### config.mk
export PLATFORM = sky130hd
export DESIGN_NAME = neural_result_sequencer
export DESIGN_NICKNAME = d
export VERILOG_FILES = /design/src/rtl/neural_result_sequencer.sv
export SDC_FILE = /design/constraint.sdc
export NUM_CORES = 1
export LEC_CHECK = 0
export BUFFER_PORTS_ARGS = -buffer_cell sky130_fd_sc_hd__buf_2
export CORE_UTILIZATION = 55
export DETAILED_ROUTE_END_ITERATION = 10
export GPL_TIMING_DRIVEN = 1
export PLACE_DENSITY_LB_ADDON = 0.15
export SLEW_MARGIN = 20
export SYNTH_ARGS = -nofsm -noshare
export SYNTH_HDL_FRONTEND = slang
export SYNTH_SLANG_ARGS = --single-unit
### constraint.sdc
create_clock -name clk -period 3.1 [get_ports clk]
set_input_delay 0.155 -clock clk [delete_from_list [all_inputs] [get_ports clk]]
set_output_delay 0.155 -clock clk [all_outputs]
set_load 0.1 [all_outputs]
### src/rtl/neural_result_sequencer.sv
// neural_result_sequencer
// Collects one frame of class scores from the network as a serial stream,
// keeps a running arg-max of the scores above threshold, and presents the
// winning digit (or "no class" / "frame error") to the display path through
// a valid/ack handshake. New scores are held off while a result is pending.

module neural_result_sequencer #(
   parameter int                NUM_CLASSES = 10,
   parameter int                DATA_W      = 16,
   parameter logic [DATA_W-1:0] THRESH      = 16'h0400
) (
   input  logic              clk,
   input  logic              n_rst,
   input  logic              clear,
   input  logic [DATA_W-1:0] in_data,
   input  logic              in_valid,
   input  logic              in_last,
   output logic              in_ready,
   output logic              result_valid,
   output logic [3:0]        result_digit,
   output logic [DATA_W-1:0] result_max,
   output logic              frame_err,
   input  logic              result_ack,
   output logic              busy
);

   // Result codes shared with the seven-segment decoder.
   localparam logic [3:0] DIGIT_NONE  = 4'hA;
   localparam logic [3:0] DIGIT_ERROR = 4'hF;

   // Index of the final score of a well-formed frame.
   localparam logic [3:0] LAST_IDX = 4'(NUM_CLASSES - 1);

   typedef enum logic [1:0] {
      IDLE  = 2'd0,
      ACCUM = 2'd1,
      DONE  = 2'd2
   } state_t;

   state_t            state_reg, state_next;

   // Running frame accumulators: beat index, best qualifying class so far.
   logic [3:0]        count_reg, count_next;
   logic [3:0]        best_idx_reg, best_idx_next;
   logic [DATA_W-1:0] best_val_reg, best_val_next;

   // Published result; persists on the display until the next frame ends.
   logic [3:0]        digit_reg, digit_next;
   logic [DATA_W-1:0] max_reg, max_next;
   logic              err_reg, err_next;

   // Per-beat decode.
   logic              beat_ok;
   logic              at_last_idx;
   logic              frame_end;
   logic              normal_end;
   logic              qualifies;
   logic [3:0]        cand_idx;
   logic [DATA_W-1:0] cand_val;

   // Handshake outputs derive directly from the state so the display sees a
   // clean registered result_valid and the network a simple stall condition.
   assign in_ready     = (state_reg != DONE) & ~clear;
   assign result_valid = (state_reg == DONE);
   assign busy         = (state_reg != IDLE);
   assign result_digit = digit_reg;
   assign result_max   = max_reg;
   assign frame_err    = err_reg;

   // Beat acceptance, frame-end classification and the running arg-max step.
   always_comb begin
      beat_ok     = in_valid & in_ready;
      at_last_idx = (count_reg == LAST_IDX);
      // Either in_last or running out of classes closes the frame; a frame
      // is well formed only when both coincide.
      frame_end   = beat_ok & (in_last | at_last_idx);
      normal_end  = in_last & at_last_idx;
      // Strict compares: scores equal to the threshold do not qualify, and
      // a later equal score never displaces an earlier one.
      qualifies   = (in_data > THRESH) && (in_data > best_val_reg);
      cand_idx    = qualifies ? count_reg : best_idx_reg;
      cand_val    = qualifies ? in_data   : best_val_reg;
   end

   // Next-state logic; clear has priority over every other event.
   always_comb begin
      state_next = state_reg;
      if (clear) begin
         state_next = IDLE;
      end else begin
         case (state_reg)
            IDLE: begin
               if (beat_ok) begin
                  state_next = frame_end ? DONE : ACCUM;
               end
            end
            ACCUM: begin
               if (frame_end) begin
                  state_next = DONE;
               end
            end
            DONE: begin
               if (result_ack) begin
                  state_next = IDLE;
               end
            end
            default: state_next = IDLE;
         endcase
      end
   end

   // Accumulator update: advance on each accepted beat, restart after the
   // frame closes so the next frame begins from class 0 with no candidate.
   always_comb begin
      count_next    = count_reg;
      best_idx_next = best_idx_reg;
      best_val_next = best_val_reg;
      if (clear) begin
         count_next    = '0;
         best_idx_next = DIGIT_NONE;
         best_val_next = '0;
      end else if (beat_ok) begin
         if (frame_end) begin
            count_next    = '0;
            best_idx_next = DIGIT_NONE;
            best_val_next = '0;
         end else begin
            count_next    = count_reg + 4'd1;
            best_idx_next = cand_idx;
            best_val_next = cand_val;
         end
      end
   end

   // Result capture at frame end; the closing beat's own score is included
   // through the candidate path. Clear never touches the displayed result.
   always_comb begin
      digit_next = digit_reg;
      max_next   = max_reg;
      err_next   = err_reg;
      if (!clear && frame_end) begin
         if (normal_end) begin
            // cand_idx is still DIGIT_NONE when nothing qualified, and
            // cand_val is then zero.
            digit_next = cand_idx;
            max_next   = cand_val;
            err_next   = 1'b0;
         end else begin
            digit_next = DIGIT_ERROR;
            max_next   = '0;
            err_next   = 1'b1;
         end
      end
   end

   // State register.
   always_ff @(posedge clk or negedge n_rst) begin
      if (!n_rst) begin
         state_reg <= IDLE;
      end else begin
         state_reg <= state_next;
      end
   end

   // Frame accumulator registers; a reset discards any partial frame.
   always_ff @(posedge clk or negedge n_rst) begin
      if (!n_rst) begin
         count_reg    <= '0;
         best_idx_reg <= DIGIT_NONE;
         best_val_reg <= '0;
      end else begin
         count_reg    <= count_next;
         best_idx_reg <= best_idx_next;
         best_val_reg <= best_val_next;
      end
   end

   // Published result registers.
   always_ff @(posedge clk or negedge n_rst) begin
      if (!n_rst) begin
         digit_reg <= DIGIT_NONE;
         max_reg   <= '0;
         err_reg   <= 1'b0;
      end else begin
         digit_reg <= digit_next;
         max_reg   <= max_next;
         err_reg   <= err_next;
      end
   end

endmodule

==> results.json, run 1 <==
{
  "status": "finished, final reports clean",
  "synth_top_cell_area_share": 0.386,
  "start_util": 0.582,
  "grt_use_total": 0.298,
  "min_from": "in_data[4]",
  "gr-total-overflow": 0,
  "multi_input_area_mm2": 0.00146,
  "cap_violations": 0,
  "arrival_ns": 2.79,
  "p_comb_frac": 0.184,
  "ys_warn_count": 0,
  "vias": 2622,
  "min_to": "result_max[4]$_DFFE_PN0P_",
  "ir_drop_mv": 0.240,
  "power_switching_mw": 0.389,
  "htree_levels": 2,
  "finalNetCount": 401,
  "regArea_mm2": 0.00118,
  "hpwl_mm": 4.84,
  "antenna_found_initial": 0,
  "max_freq_mhz": 379,
  "grt_pass1_wl_mm": 12.2,
  "cts_resized": 0,
  "r2r_cells": 8,
  "n_fill_cell": 419,
  "clock-sinks": 47,
  "regToRegSetupSlack_ns": 0.46,
  "slew_violations": 0,
  "ys_seq_area_frac": 0.424,
  "synth-async-reset-ratio": 1.00,
  "grt_max_degree": 48,
  "worst_setup_path_end_kind": "register",
  "setup_violations": 0,
  "cts_root_buf": "clkbuf_8",
  "synth_cell_types": 39,
  "cpPeakStageDelay_ns": 0.61,
  "syn_inst": 320,
  "die-height_um": 73.2,
  "yosys-top-cells-area": "dfrtp_1, nand2_1, ha_1, nand4_1, o211ai_1",
  "skew_ns": 0.00378,
  "rsz0062_at_grt": "false",
  "p_int_mw": 0.908,
  "synth-edff-count": 0,
  "hold_path_depth": 3,
  "postSynthAreaPerCell_um2": 8.71,
  "slowest_stage": "or4_4",
  "wl_mm": 7.10,
  "tns_ns": 0,
  "num_io_pins": 46,
  "dr.pass1.iters": 4,
  "hp-class": "primary input to register",
  "final_common_cell": "nand2_1",
  "timing.final.hold_violations": 0,
  "min_period_ns": 2.64,
  "antenna_left": 0,
  "die_area_mm2": 0.00536,
  "gp_congestion": 0.856,
  "die_w_um": 73.2,
  "fin_ws_ns": 0.464,
  "avgViaCountPerCell": 6.11,
  "cts_buffer_depth": 2,
  "pwr-share-seq": 0.497,
  "p_sw_frac": 0.300,
  "preCtsSetupSlack_ns": 0.484,
  "path_buf_inv": 2,
  "synth_area_mm2": 0.00279,
  "synth_top_area_cell": "dfrtp_1",
  "p_leak_nw": 1.32,
  "synth_nets": 360,
  "cp_max_fo": 29,
  "postCtsSetupBuffers": 0,
  "synth.ff_latch_count": 47,
  "syn_to_final_growth_pct": 15.2,
  "hold_ws_ns": 0.161,
  "drt_iter0_drc": 269,
  "cp-start-kind": "register",
  "core_area_mm2": 0.00479,
  "r2r_end": "result_max[15]$_DFFE_PN0P_",
  "tightest_slew_ns": 0.839,
  "clockPowerShare": 0.319,
  "grt_pass1_vias": 2561,
  "crit_family": "simple AND/OR/NAND/NOR gates",
  "drc_errors": 0,
  "post-route-period-util": 0.850,
  "r2r-start": "best_val_reg[14]$_DFFE_PN0P_",
  "diodes": 0,
  "criticalPathCategory": "register to register",
  "cts_tree": "yes",
  "cellPowerDensity_mw_per_mm2": 404,
  "ys.flop_type": "dfrtp_1",
  "cts.clk_slew.worst_paths_ns": 0.09,
  "slew_headroom": 0.441,
  "layout_common_cells": "nand2_1, buf_2, dfrtp_1, nand4_1, o211ai_1",
  "rows": 25,
  "clk_latency_ns": 0.30,
  "drt-wirelength-per-cell_um": 16.6,
  "numPortBuffers": 45,
  "fin_util": 0.671,
  "cp.required_ns": 3.25,
  "cp_cell_sequence": "inv_1 -> ha_1 -> nand4_2 -> or4_4 -> o211a_4 -> nor2_2 -> buf_12 -> o311ai_0",
  "layout-drive-gt1-share": 0.210,
  "numCtsBuffers": 5
}
==> power groups by stage <==
stage | Sequential, mW | Combinational [mW] | Clock (mW)
CTS | 0.644 | 0.237 | 0.419
finish | 0.644 | 0.238 | 0.414
global placement | 0.655 | 0.231 | 0
floorplan | 0.656 | 0.149 | 0
global route | 0.647 | 0.265 | 0.450
detailed placement | 0.656 | 0.235 | 0
==> cell families (layout without fill, tap and decap cells) <==
family | Yosys count | count (layout) | share of synthesized area
AO/OA/AOI/OAI | 67 | 67 | 0.178
AND/OR/NAND/NOR | 148 | 148 | 0.261
flip-flops | 47 | 47 | 0.424
buffers and inverters | 40 | 82 | 0.0566
adder cells (fa/ha/maj) | 18 | 18 | 0.0808
==> cells in the mapped netlist (4+ instances only) <==
master	n
a21oi_1	11
buf_2	6
clkbuf_1	14
dfrtp_1	43
dfstp_2	4
ha_1	18
inv_1	19
nand2_1	67
nand3_1	8
nand4_1	36
nor2_1	15
o211ai_1	20
o21ai_0	8
o311ai_0	14
==> metal layers <==
layer  vias to the layer above  routed length [µm]  global-route usage
met5                         -                   0                   0
met4                         0                  38              0.0828
met2                        96                3420               0.467
li1                       1261                   -                   -
met1                      1260                3170               0.422
met3                         5                 476              0.0552
==> cell type report <==
class                   count  area share
clock buffers               8      0.0312
inverters                  19      0.0222
multi-input cells         233       0.454
flip-flops and latches     47       0.368
well taps                  67      0.0261
repair buffers             55      0.0990
==> how the worst max path moves through the flow <==
stage | to | from | depth (start not counted) | slack (ns)
2_1_floorplan | best_idx_reg[0]$_DFFE_PN0P_ | state_reg[1]$_DFFE_PN0P_ | 7 | 0.34
3_3_place_gp | result_max[8]$_DFFE_PN0P_ | best_val_reg[14]$_DFFE_PN0P_ | 8 | 0.58
3_5_place_dp | result_max[8]$_DFFE_PN0P_ | best_val_reg[14]$_DFFE_PN0P_ | 8 | 0.48
4_1_cts | result_max[3]$_DFFE_PN0P_ | best_val_reg[14]$_DFFE_PN0P_ | 8 | 0.47
5_1_grt | result_max[12]$_DFFE_PN0P_ | best_val_reg[14]$_DFFE_PN0P_ | 8 | 0.28
6_report | result_max[15]$_DFFE_PN0P_ | best_val_reg[14]$_DFFE_PN0P_ | 8 | 0.46
==> stage by stage <==
stage                     std cells  instance area, µm²  total power, mW
after floorplan                 320                2790            0.804
after global placement          420                3100            0.886
after detailed placement        420                3100            0.891
after CTS                       428                3200             1.30
after global routing            429                3210             1.36
final                           429                3210             1.30
==> worst register-to-register path: cells and delay by family (launching register included) <==
family          cells  cell delay, ns
buf+inv             2            0.29
flops               1            0.37
compound gates      2            0.45
fa+ha+maj           1            0.35
simple gates        3            1.04
==> what timing repair did <==
action                                  4_1_cts  5_1_grt
hold buffers                                  0        1
endpoints found under the setup margin        0        0
hold endpoints to repair                      0       43
(Power assumes the default switching activity.)
==> run 2, diff against run 1 <==
--- a/config.mk
+++ b/config.mk
@@ -6,7 +6,8 @@
 export NUM_CORES = 1
 export LEC_CHECK = 0
 export BUFFER_PORTS_ARGS = -buffer_cell sky130_fd_sc_hd__buf_2
-export CORE_UTILIZATION = 55
+export CORE_UTILIZATION = 56
+export CTS_CLUSTER_DIAMETER = 50
 export DETAILED_ROUTE_END_ITERATION = 10
 export GPL_TIMING_DRIVEN = 1
 export PLACE_DENSITY_LB_ADDON = 0.15
==> results.json, run 2 (synthesis gave the netlist of run 1 again) <==
{
  "start_util": 0.586,
  "vias": 2635,
  "drt_iter0_drc": 249,
  "r2r_cells": 8,
  "cap_violations": 0,
  "hp-class": "primary input to register",
  "crit_cells": 8,
  "cts_buffer_depth": 2,
  "max_freq_mhz": 376,
  "total_power_mw": 1.29,
  "tns_ns": 0,
  "htree_levels": 2,
  "setup_violations": 0,
  "arrival_ns": 2.81,
  "rows": 25,
  "cp_cell_sequence": "inv_1 -> ha_1 -> nand4_2 -> or4_4 -> o21a_1 -> buf_4 -> nand4_1 -> o311ai_0",
  "die-height_um": 72.6,
  "clk_latency_ns": 0.30,
  "wl_mm": 7.07,
  "r2r-start": "best_val_reg[14]$_DFFE_PN0P_",
  "preCtsSetupSlack_ns": 0.463,
  "final_common_cell": "nand2_1",
  "grt_use_total": 0.288,
  "grt_max_degree": 48,
  "layout_common_cells": "nand2_1, buf_2, dfrtp_1, nand4_1, o211ai_1",
  "layout-drive-gt1-share": 0.206,
  "min_from": "in_data[5]",
  "grt_pass1_wl_mm": 11.6,
  "n_fill_cell": 413,
  "diodes": 0,
  "die_area_mm2": 0.00526,
  "numCtsBuffers": 5,
  "syn_to_final_growth_pct": 14.2,
  "rsz0062_at_grt": "false",
  "min_to": "result_max[5]$_DFFE_PN0P_",
  "dpl-instance-area_mm2": 0.00307,
  "die_w_um": 72.6,
  "core_area_mm2": 0.00475,
  "timing.final.hold_violations": 0,
  "antenna_left": 0,
  "cts.clk_slew.worst_paths_ns": 0.09,
  "cellPowerDensity_mw_per_mm2": 404,
  "num_io_pins": 46,
  "skew_ns": 0.00660,
  "gp_congestion": 0.810,
  "crit_family": "simple AND/OR/NAND/NOR gates",
  "stdcell_count": 427,
  "regToRegSetupSlack_ns": 0.44,
  "slowest_stage": "or4_4",
  "drc_errors": 0,
  "drt-wirelength-per-cell_um": 16.6,
  "path_buf_inv": 2,
  "slew_violations": 0,
  "hold_path_depth": 3,
  "antenna_found_initial": 0,
  "avgViaCountPerCell": 6.17,
  "hpwl_mm": 4.75,
  "cp_max_fo": 22,
  "cpPeakStageDelay_ns": 0.60,
  "cts_root_buf": "clkbuf_8",
  "fin_util": 0.669,
  "hold_ws_ns": 0.152,
  "cp.required_ns": 3.25,
  "cp-start-kind": "register",
  "dp.cells": 418,
  "criticalPathCategory": "register to register",
  "fin_ws_ns": 0.438,
  "min_period_ns": 2.66,
  "cts_resized": 0,
  "fin_area_mm2": 0.00318,
  "gr-total-overflow": 0,
  "cts_tree": "yes",
  "p_leak_nw": 1.31,
  "finalNetCount": 399,
  "clock-sinks": 47,
  "slew_headroom": 0.439,
  "ir_drop_mv": 0.278,
  "tightest_slew_ns": 0.842,
  "worst_setup_path_end_kind": "register",
  "status": "finished, final reports clean",
  "numPortBuffers": 45,
  "grt_pass1_vias": 2441,
  "r2r_end": "result_max[9]$_DFFE_PN0P_",
  "dr.pass1.iters": 5,
  "post-route-period-util": 0.859
}
==> run 2: cell types whose count changed in the layout (fill, tap and decap cells not counted), sizes merged <==
cell,change
buf,-2
==> run 2: tightest hold or removal path: stages <==
cell,delay [ns]
buf_2,0.11
nand4_1,0.07
o311ai_0,0.08
==> run 2: repair_timing <==
action,in CTS,in global routing
buffers inserted,0,0
endpoints found under the hold margin,0,43
hold buffers,0,1
==> run 2: power breakdown <==
part	switching, mW	total [mW]	internal (mW)
logic	0.164	0.233	0.0684
registers	0.0136	0.644	0.630
clock network	0.206	0.410	0.204
total	0.384	1.29	0.903
==> run 2: area by class of cell <==
type,count,area (µm²),share of cell area
timing repair buffer,53,290,0.0912
tap,67,83.8,0.0263
inverter,19,71.3,0.0224
sequential,47,1180,0.371
multi-input combinational,233,1460,0.458
clock buffer,8,100,0.0314
==> run 2: worst max path at each step <==
stage	slack, ns	endpoint	startpoint
6_report	0.44	result_max[9]$_DFFE_PN0P_	best_val_reg[14]$_DFFE_PN0P_
5_1_grt	0.29	result_max[12]$_DFFE_PN0P_	best_val_reg[14]$_DFFE_PN0P_
4_1_cts	0.45	result_max[9]$_DFFE_PN0P_	best_val_reg[14]$_DFFE_PN0P_
3_5_place_dp	0.46	result_max[9]$_DFFE_PN0P_	best_val_reg[14]$_DFFE_PN0P_
3_3_place_gp	0.57	result_max[8]$_DFFE_PN0P_	best_val_reg[14]$_DFFE_PN0P_
2_1_floorplan	0.34	best_idx_reg[0]$_DFFE_PN0P_	state_reg[1]$_DFFE_PN0P_
==> run 2: metal layers <==
layer  GRT usage  part of all wire  wire length [µm]
met1       0.390              0.45              3150
met2       0.463              0.48              3430
met3      0.0556             0.051               359
met4       0.100             0.019               131
met5           0                 0                 0
